## src/rtl/lpc_reg_arbiter.sv

```systemverilog
// Round-robin arbiter giving the LPC host and the BMC side-band access to one register bank.
// Optional macro LPC_ARB_BMC_WP_EN: BmcWp blocks host writes to register 8'h18.
module lpc_reg_arbiter #(
  parameter logic [7:0] REG_LAST    = 8'h1F,
  parameter int         REL_TIMEOUT = 16
) (
  input  logic       LpcClock,
  input  logic       PciReset,
  input  logic       HostReq,
  input  logic       HostWr,
  input  logic [7:0] HostAddr,
  input  logic [7:0] HostData,
  output logic       HostAck,
  input  logic       BmcReq,
  input  logic       BmcWr,
  input  logic [7:0] BmcAddr,
  input  logic [7:0] BmcData,
  output logic       BmcAck,
  input  logic       BmcWp,
  input  logic [7:0] RegRdData,
  output logic [7:0] Addr,
  output logic       Wr,
  output logic [7:0] DataWrSW,
  output logic [7:0] RdData,
  output logic       GrantHost,
  output logic       GrantBmc
);

  // state  | meaning
  // IDLE   | no owner, arbitrating
  // SETUP  | winner latched, grant high
  // ACCESS | register bank write / read capture
  // DONE   | ack pulsed, waiting for the owner to release
  typedef enum logic [1:0] {IDLE, SETUP, ACCESS, DONE} state_t;

  localparam int CW = $clog2(REL_TIMEOUT + 1);

  state_t        state, state_nxt;
  logic          owner_bmc;     // current owner, doubles as last-owner flag
  logic          wr_lat;
  logic          ack_q;
  logic [CW-1:0] rel_cnt;
  logic          pick_bmc;
  logic          owner_req;
  logic          in_range;
  logic          wp_block;

  assign pick_bmc  = BmcReq && (!HostReq || !owner_bmc);
  assign owner_req = owner_bmc ? BmcReq : HostReq;
  assign in_range  = (Addr <= REG_LAST);

`ifdef LPC_ARB_BMC_WP_EN
  assign wp_block = !owner_bmc && (Addr == 8'h18) && BmcWp;
`else
  logic unused_bmc_wp;
  assign unused_bmc_wp = BmcWp;
  assign wp_block      = 1'b0;
`endif

  always_comb begin
    state_nxt = state;
    case (state)
      IDLE:    if (HostReq || BmcReq) state_nxt = SETUP;
      SETUP:   state_nxt = ACCESS;
      ACCESS:  state_nxt = DONE;
      DONE:    if (!owner_req || rel_cnt == '0) state_nxt = IDLE;
      default: state_nxt = IDLE;
    endcase
  end

  always_ff @(posedge LpcClock) begin
    if (PciReset) begin
      state     <= IDLE;
      owner_bmc <= 1'b1;
      wr_lat    <= 1'b0;
      ack_q     <= 1'b0;
      rel_cnt   <= '0;
      Addr      <= 8'h00;
      DataWrSW  <= 8'h00;
      RdData    <= 8'h00;
    end else begin
      state <= state_nxt;
      ack_q <= (state == ACCESS);
      if (state == IDLE && state_nxt == SETUP) begin
        owner_bmc <= pick_bmc;
        Addr      <= pick_bmc ? BmcAddr : HostAddr;
        DataWrSW  <= pick_bmc ? BmcData : HostData;
        wr_lat    <= pick_bmc ? BmcWr   : HostWr;
      end
      if (state == ACCESS) begin
        rel_cnt <= CW'(REL_TIMEOUT - 1);
        if (!wr_lat) RdData <= in_range ? RegRdData : 8'hFF;
      end else if (state == DONE && rel_cnt != '0) begin
        rel_cnt <= rel_cnt - 1'b1;
      end
    end
  end

  // Gated by PciReset so a reset landing in ACCESS never commits the write.
  assign Wr        = (state == ACCESS) && wr_lat && in_range && !wp_block && !PciReset;
  assign HostAck   = ack_q && !owner_bmc;
  assign BmcAck    = ack_q && owner_bmc;
  assign GrantHost = (state != IDLE) && !owner_bmc;
  assign GrantBmc  = (state != IDLE) && owner_bmc;

endmodule

```

## config.mk

```make
export PLATFORM = sky130hd
export DESIGN_NAME = lpc_reg_arbiter
export DESIGN_NICKNAME = d
export VERILOG_FILES = /design/src/rtl/lpc_reg_arbiter.sv
export SDC_FILE = /design/constraint.sdc
export NUM_CORES = 1
export LEC_CHECK = 0
export ABC_AREA = 0
export CORE_MARGIN = 5
export CORE_UTILIZATION = 42
export CTS_BUF_LIST = sky130_fd_sc_hd__clkbuf_4 sky130_fd_sc_hd__clkbuf_8
export DETAILED_ROUTE_END_ITERATION = 8
export GPL_TIMING_DRIVEN = 0
export HOLD_SLACK_MARGIN = 0.03
export PLACE_DENSITY_LB_ADDON = 0.15
export SYNTH_ARGS = -nofsm -noshare
export SYNTH_HDL_FRONTEND = slang
export SYNTH_SLANG_ARGS = --single-unit
```

## constraint.sdc

```tcl
create_clock -name LpcClock -period 1.85 [get_ports LpcClock]
set_input_delay 0.2775 -clock LpcClock [delete_from_list [all_inputs] [get_ports LpcClock]]
set_output_delay 0.2775 -clock LpcClock [all_outputs]
set_load 0.03 [all_outputs]
```

Yosys cells after proc, flatten, opt, wreduce, memory -nomap -nowiden. Cells that the tools add are included.

Magnitude comparators: 1. Reductions and logical operators: 24. Bitwise logic cells: 1. Equal/unequal tests: 4. $add $sub $neg: 1. Multiplexer cells: 10.

Operator list (number): 8-bit two-way mux (3); 1-bit logical AND (10); 8-bit by 5-bit less-or-equal comparator with 1-bit output, second input constant (1); 4-bit two-way mux (2); 2-bit case mux with 4 select lines (1); 5-bit zero test (1); 5-bit nonzero test (1); 5-bit by 1-bit subtractor with 5-bit output, second input constant (1); 2-bit by 1-bit == test with 1-bit output, second input constant (2); 2-bit == test, second input constant (2); 1-bit zero test (4); 2-bit two-way mux (2); 2-bit nonzero test (2); 1-bit logical OR (3); 2-bit zero test (1); 1-bit two-way mux (2); 2-bit AND reduction (1); 2-bit OR reduction (1); 1-bit inverter (1).

Output and inout bits: 29. Register bits: 34. Input port bits: 47. Logic and storage cells: 50.

Longest topological paths before layout. Gate-level depths: netlist (run 1).

Depth in word-level cells: 7. Gate-level depth with buffers: 6.

Worst setup path before layout (run 1). No wires, ideal clock.

Path type: flip-flop to flip-flop. From: register rel_cnt[0]. To: register rel_cnt[0]. Cell stages (with the launch flop): 6. Arrival: 1.343 ns. Setup time: 0.128 ns. Setup slack: 0.379 ns. Required time: 1.722 ns. Path through: dfxtp_1 -> inv_1 -> ha_1 -> or4b_1 -> o21ai_0 -> a21boi_0.

Word-level cells in the longest chain between the ends: 3. Elaborated cells on any way between the ends: 6. Those cells by class: add/sub: 1; mux: 2; reduce/logical: 3.

Ends and longest elaborated chain: start: declaration (RTL line 42) `logic [CW-1:0] rel_cnt;`; start signal: assignment (RTL line 91) `rel_cnt <= CW'(REL_TIMEOUT - 1);`; start signal: assignment (RTL line 94) `rel_cnt <= rel_cnt - 1'b1;`; 5-bit by 1-bit subtractor with 5-bit output / 5-bit nonzero test (equally long branches) (RTL line 94, 93); 4-bit two-way mux / 1-bit logical AND (equally long branches) (RTL line 93) `end else if (state == DONE && rel_cnt != '0) begin`; 4-bit two-way mux / 2-bit nonzero test (equally long branches).

Several ways; a longest one is shown, not always the timed one. The select of a mux whose other input is x is not followed. A chain may end at the register's enable or synchronous reset.

Worst setup path in the final report (run 1).
From: register state[1]. To: output port Wr.

Word-level cells in the longest chain between the ends: 4.

Ends and longest elaborated chain: start: declaration (RTL line 38) `state_t state, state_nxt;`; start signal: assignment (RTL line 82) `state <= state_nxt;`; 2-bit == test (RTL line 100) `assign Wr = (state == ACCESS) && wr_lat && in_range && !wp_block && !PciReset;`; 1-bit logical AND (3 in a row) (RTL line 100); end: declaration (RTL line 22) `output logic Wr,`.

Every way passes these cells.

==> flow_summary_export.csv, run 1 <==
group,metric,value,unit
timing,tightest_slew,563,ps
placement,dpl_cell_area,2400,µm²
clock_network,clock_sinks,34,
synthesis,yosysUniqueCellTypes,36,
critical_path,critPathRequiredTime,1570,ps
timing,drv_slew,0,
timing,fin_crit_sh,0.936,
pwr,cellPowerDensity,911,nW/µm²
timing,tns,0,ps
grt,grt_overflow,0,
clock_network,postCtsHoldBufs,0,
critical_path,worst_path_max_delay_cell,"dfxtp_2",
synthesis,post_synth.cell_area_avg,9.28,µm²
timing,fmax,578,MHz
die,core,3690,µm²
finish,synthToLayoutAreaGrowth,55.2,%
status,status,"completed",
die,die_area,5160,µm²
clock_network,clk_pin_slew,70,ps
placement,place_hpwl,3.28,mm
timing,hold_viol,0,
finish,fillers,336,
synthesis,syn_nets,222,
drt,drc,0,
flow_run,drv_cap,0,
synthesis,synth_edf_count,0,
grt,grt_usage,0.173,
drt,routedWlPerCell,14.4,µm
die,initial_core_util,0.435,
timing,finClkSkew,7.22,ps
drt,viasPerCell,5.30,
synthesis,yosysSeqAreaShare,0.424,
timing,maxSlewHeadroom,0.624,
critical_path,critPathMaxStageDelay,400,ps
critical_path,crit_arrival,1450,ps
finish,nNetsFinal,302,
drt,vias,1600,
finish,drive_gt1_frac,0.185,
synthesis,async_flop_share,0,
die,fp.dieW,71.8,µm
synthesis,syn_area,1610,µm²
grt,grt_pass1_vias,1572,
worst_hold_path,min_path_type,"in -> reg",
clock_network,cts-buffers-inserted,5,
critical_path,startpoint_type,"flop",
die,num_rows,22,
clock_network,clockBufferDepth,2,
critical_path,end_kind,"output pin",
critical_path,crit_path_cell_trace,"or2b_4 -> nor2_1 -> and3_1 -> clkbuf_4",
finish,final_core_util,0.675,
finish,final_common_cell,"clkdlybuf4s50_1",
grt,grt_pass1_wl,7.22,mm
timing,setup_viol,0,
finish,final_cell_area,2490,µm²
clock_network,insertion_delay,280,ps
timing,fin_crit,1730,ps
placement,gp_congestion,0.762,
drt,wirelength,4.35,mm
synthesis,netlist_top_cells_area,"dfxtp_1 (42%), a311oi_2 (9.4%), nand2_1 (9.4%)",
finish,n_antenna_cell,0,
clock_network,cts_setup_buffers,0,
drt,drt_first_pass_iters,4,
pwr,ir_worst_vdd,0.000490,V
critical_path,setup.worst_path.class,"reg -> out",
clock_network,cts-root-buf,"clkbuf_8",
drt,ant_nets,0,
drt,drtIter0Drc,48,
timing,rsz0062_at_grt,"false",
synthesis,synthCells,173,
synthesis,ys_warn_count,0,
finish,mostFrequentLayoutCells,"clkdlybuf4s50_1 (68), nand2_1 (40), dfxtp_1 (33), a21oi_1 (20), a311oi_2 (10)",
synthesis,synthFlopType,"dfxtp_1",
critical_path,critPathMaxFanout,8,
grt,grt_max_degree,11,
pwr,leakagePower,0.949,nW
synthesis,synth_top_area_frac,0.424,
die,pin_count,76,
synthesis,yosys.area.top_type,"dfxtp_1",
clock_network,cts_max_level,2,
clock_network,cts_tree,"done",
placement,portBuffers,73,
synthesis,ys_ff_latch,34,
die,die_h,71.8,µm
grt,antenna_found_initial,0,
## where the power goes
group / switching, W / total, W / internal [W]
clock network: 0.000255 / 0.000570 / 0.000315
logic: 0.000426 / 0.000805 / 0.000378
registers: 0.0000651 / 0.000894 / 0.000829
## what timing repair did
action	CTS	global route
setup endpoints to repair	4	5
resized for setup	11	9
cloned	0	0
pin swaps	0	0
## worst max-delay path, delay by kind of cell, from the launching register on
kind / cells / cell delay (ps)
and+or+nand+nor: 3 / 580
DFF: 1 / 400
buffers and inverters: 1 / 180
## worst paths after layout
| path | startpoint | to | slack (ps) | cells after the start |
|---|---|---|---|---|
| max reg2reg | rel_cnt[0]$_SDFFE_PP0P_ | rel_cnt[0]$_SDFFE_PP0P_ | 200 | 5 |
| min reg2reg | rel_cnt[1]$_SDFFE_PP0P_ | rel_cnt[1]$_SDFFE_PP0P_ | 500 | 2 |
| max | state[1]$_SDFF_PP0_ | Wr | 120 | 4 |
| min | PciReset | ack_q$_SDFF_PP0_ | 380 | 2 |
## cell type report
| type | count | area [µm²] | share of cell area |
|---|---|---|---|
| Buffer | 13 | 80.1 | 0.0321 |
| Clock buffer | 7 | 90.1 | 0.0362 |
| Clock inverter | 1 | 5.00 | 0.00201 |
| Inverter | 5 | 18.8 | 0.00753 |
| Multi-Input combinational cell | 121 | 836 | 0.336 |
| Sequential cell | 34 | 682 | 0.274 |
| Tap cell | 48 | 60.1 | 0.0241 |
| Timing Repair Buffer | 73 | 719 | 0.289 |
## metrics by stage
step	setup slack (ps)	hold WS, ps	instances	total power, W
6_report	119	376	302	0.00227
5_1_grt	5.46	419	302	0.00239
4_1_cts	3.66	371	302	0.00229
3_5_place_dp	-150	493	294	0.00172
3_3_place_gp	-122	490	294	0.00171
2_1_floorplan	379	437	173	0.00139
## state kept, by name, summed over array words and instances, names as in the netlist
register,count
ack_q,1
owner_bmc,1
wr_lat,1
state,2
DataWrSW,8
rel_cnt,5
Addr,8
RdData,8
## synth_stat cells (2+ instances only)
master	number
or4b_1	2
nor2_1	3
nand2_1	40
inv_1	4
a311oi_2	10
ha_1	2
a311oi_1	7
buf_6	3
dfxtp_1	34
o21ai_0	2
clkbuf_1	6
nor2b_1	2
a21oi_1	20
and3_1	2
and2_1	2
a31oi_1	4
buf_2	4
o221a_2	8
## routing by layer
layer  GRT usage  vias to the layer above  wire length (µm)
li1            -                      799                 -
met1       0.213                      728              1830
met3      0.0645                        6               493
met5           0                        -                 0
met4      0.0564                        0                28
met2       0.278                       67              2000
## logic make-up (layout without fill, tap and decap cells)
family	after synthesis	in the layout	synth area share
AOI/OAI and AO/OA	58	58	0.311
adders and majority gates	2	2	0.0156
buffers and inverters	18	99	0.0592
DFF	34	34	0.424
muxes	1	1	0.00701
and+or+nand+nor	60	60	0.183
Power figures use the tool's default switching activity.
==> run 2, diff against run 1 <==
Settings changed: GPL_ROUTABILITY_DRIVEN set to 1.
==> results of run 2 <==
Same layout as run 1: the final DEF is identical, and so are final timing and power.
==> run 3, diff against run 2 <==
Settings changed: GPL_ROUTABILITY_DRIVEN 1 to 0, SKIP_CTS_REPAIR_TIMING set to 1.
==> flow_summary_export.csv, run 3 (same netlist as run 1, synthesis figures left out) <==
group,metric,value,unit
grt,antenna_found_initial,0,
timing,hold_viol,0,
pwr,power,0.00227,W
finish,n_antenna_cell,0,
die,pin_count,76,
drt,drt_first_pass_iters,4,
timing,fmax,582,MHz
die,fp.dieW,71.8,µm
placement,portBuffers,73,
grt,grt_usage,0.172,
clock_network,clk_pin_slew,70,ps
placement,place_hpwl,3.28,mm
critical_path,worst_path_max_delay_cell,"dfxtp_2",
clock_network,cts-root-buf,"clkbuf_8",
finish,synthToLayoutAreaGrowth,55.6,%
timing,fin_crit,1720,ps
clock_network,cts_max_level,2,
pwr,ir_worst_vdd,0.000490,V
timing,rsz0062_at_grt,"false",
die,initial_core_util,0.435,
grt,grt_pass1_wl,7.19,mm
drt,viasPerCell,5.31,
finish,fillers,333,
grt,grt_overflow,0,
finish,nNetsFinal,302,
pwr,cellPowerDensity,907,nW/µm²
timing,timing.hold.ws,376,ps
pwr,leakagePower,0.979,nW
clock_network,cts-buffers-inserted,5,
critical_path,critPathMaxStageDelay,390,ps
drt,routedWlPerCell,14.4,µm
finish,multi_input_area,833,µm²
critical_path,end_kind,"output pin",
critical_path,critPathRequiredTime,1570,ps
timing,tightest_slew,565,ps
timing,drv_slew,0,
drt,drtIter0Drc,44,
critical_path,crit_arrival,1440,ps
critical_path,setup.worst_path.class,"reg -> out",
timing,maxSlewHeadroom,0.624,
finish,largest_registers,"Addr (8), DataWrSW (8), RdData (8)",
status,status,"completed",
placement,place_ws,-150,ps
clock_network,insertion_delay,280,ps
timing,finClkSkew,6.36,ps
grt,grt_max_degree,11,
finish,drive_gt1_frac,0.177,
flow_run,drv_cap,0,
finish,final_common_cell,"clkdlybuf4s50_1",
finish,mostFrequentLayoutCells,"clkdlybuf4s50_1 (68), nand2_1 (40), dfxtp_1 (33), a21oi_1 (20), a311oi_2 (10)",
timing,worst_slack,133,ps
clock_network,cts_tree,"done",
clock_network,clockBufferDepth,2,
drt,wirelength,4.36,mm
grt,grt_pass1_vias,1569,
worst_hold_path,min_path_type,"in -> reg",
finish,seqCellArea,682,µm²
drt,ant_nets,0,
die,core,3690,µm²
die,die_area,5160,µm²
drt,drc,0,
timing,setup_viol,0,
critical_path,critPathMaxFanout,8,
die,die_h,71.8,µm
critical_path,startpoint_type,"flop",
timing,fin_crit_sh,0.928,
die,num_rows,22,
drt,vias,1604,
critical_path,crit_path_cell_trace,"or2b_4 -> nor2_1 -> and3_1 -> buf_2",
clock_network,clock_sinks,34,
-- run 3: cell types whose count changed in the layout (fill, tap and decap cells not counted) --
| cell | change |
|---|---|
| dlygate4sd2_1 | -1 |
| nor2_1 | +1 |
| clkbuf_4 | -1 |
| buf_2 | +1 |
| dlymetal6s2s_1 | +2 |
| clkbuf_2 | -1 |
| nor2_2 | -1 |
-- run 3: worst max-delay path, delay by kind of cell (launching register included) --
family | cells | cell delay (ps)
and+or+nand+nor | 3 | 580
DFF | 1 | 390
buffers and inverters | 1 | 190
-- run 3: path summary, 6_finish.rpt --
kind / startpoint / endpoint / slack (ps) / cells past startpoint
worst max-delay path: state[1]$_SDFF_PP0_ / Wr / 130 / 4
worst min-delay path: PciReset / ack_q$_SDFF_PP0_ / 380 / 2
worst max register to register: rel_cnt[0]$_SDFFE_PP0P_ / rel_cnt[0]$_SDFFE_PP0P_ / 210 / 5
worst min register to register: rel_cnt[1]$_SDFFE_PP0P_ / rel_cnt[1]$_SDFFE_PP0P_ / 500 / 2
-- run 3: per-layer routing --
metal / up-vias / GRT usage / part of all wire
met2: 65 / 0.276 / 0.46
li1: 801 / - / -
met1: 733 / 0.211 / 0.42
met4: 0 / 0.0564 / 0.0090
met5: - / 0 / 0
met3: 5 / 0.0659 / 0.11
-- run 3: cell type report --
class,instances,area share
Multi-Input combinational cell,121,0.334
Timing Repair Buffer,73,0.292
Sequential cell,34,0.273
Clock buffer,7,0.0361
Buffer,13,0.0321
Tap cell,48,0.0240
Inverter,5,0.00752
Clock inverter,1,0.00200
-- run 3: power breakdown --
| group | switching [W] | leakage (nW) | internal [W] |
|---|---|---|---|
| logic | 0.000426 | 0.646 | 0.000379 |
| registers | 0.0000637 | 0.281 | 0.000829 |
| clock network | 0.000253 | 0.0517 | 0.000315 |
-- run 3: per-stage QoR --
step,utilization,std cells,setup TNS [ps],cell area (µm²)
after floorplan,-,173,0,1610
after global placement,0.650,294,-1250,2400
after detailed placement,0.650,294,-1370,2400
after CTS,0.675,302,-1390,2490
after global routing,0.677,302,0,2500
final,0.677,302,0,2500
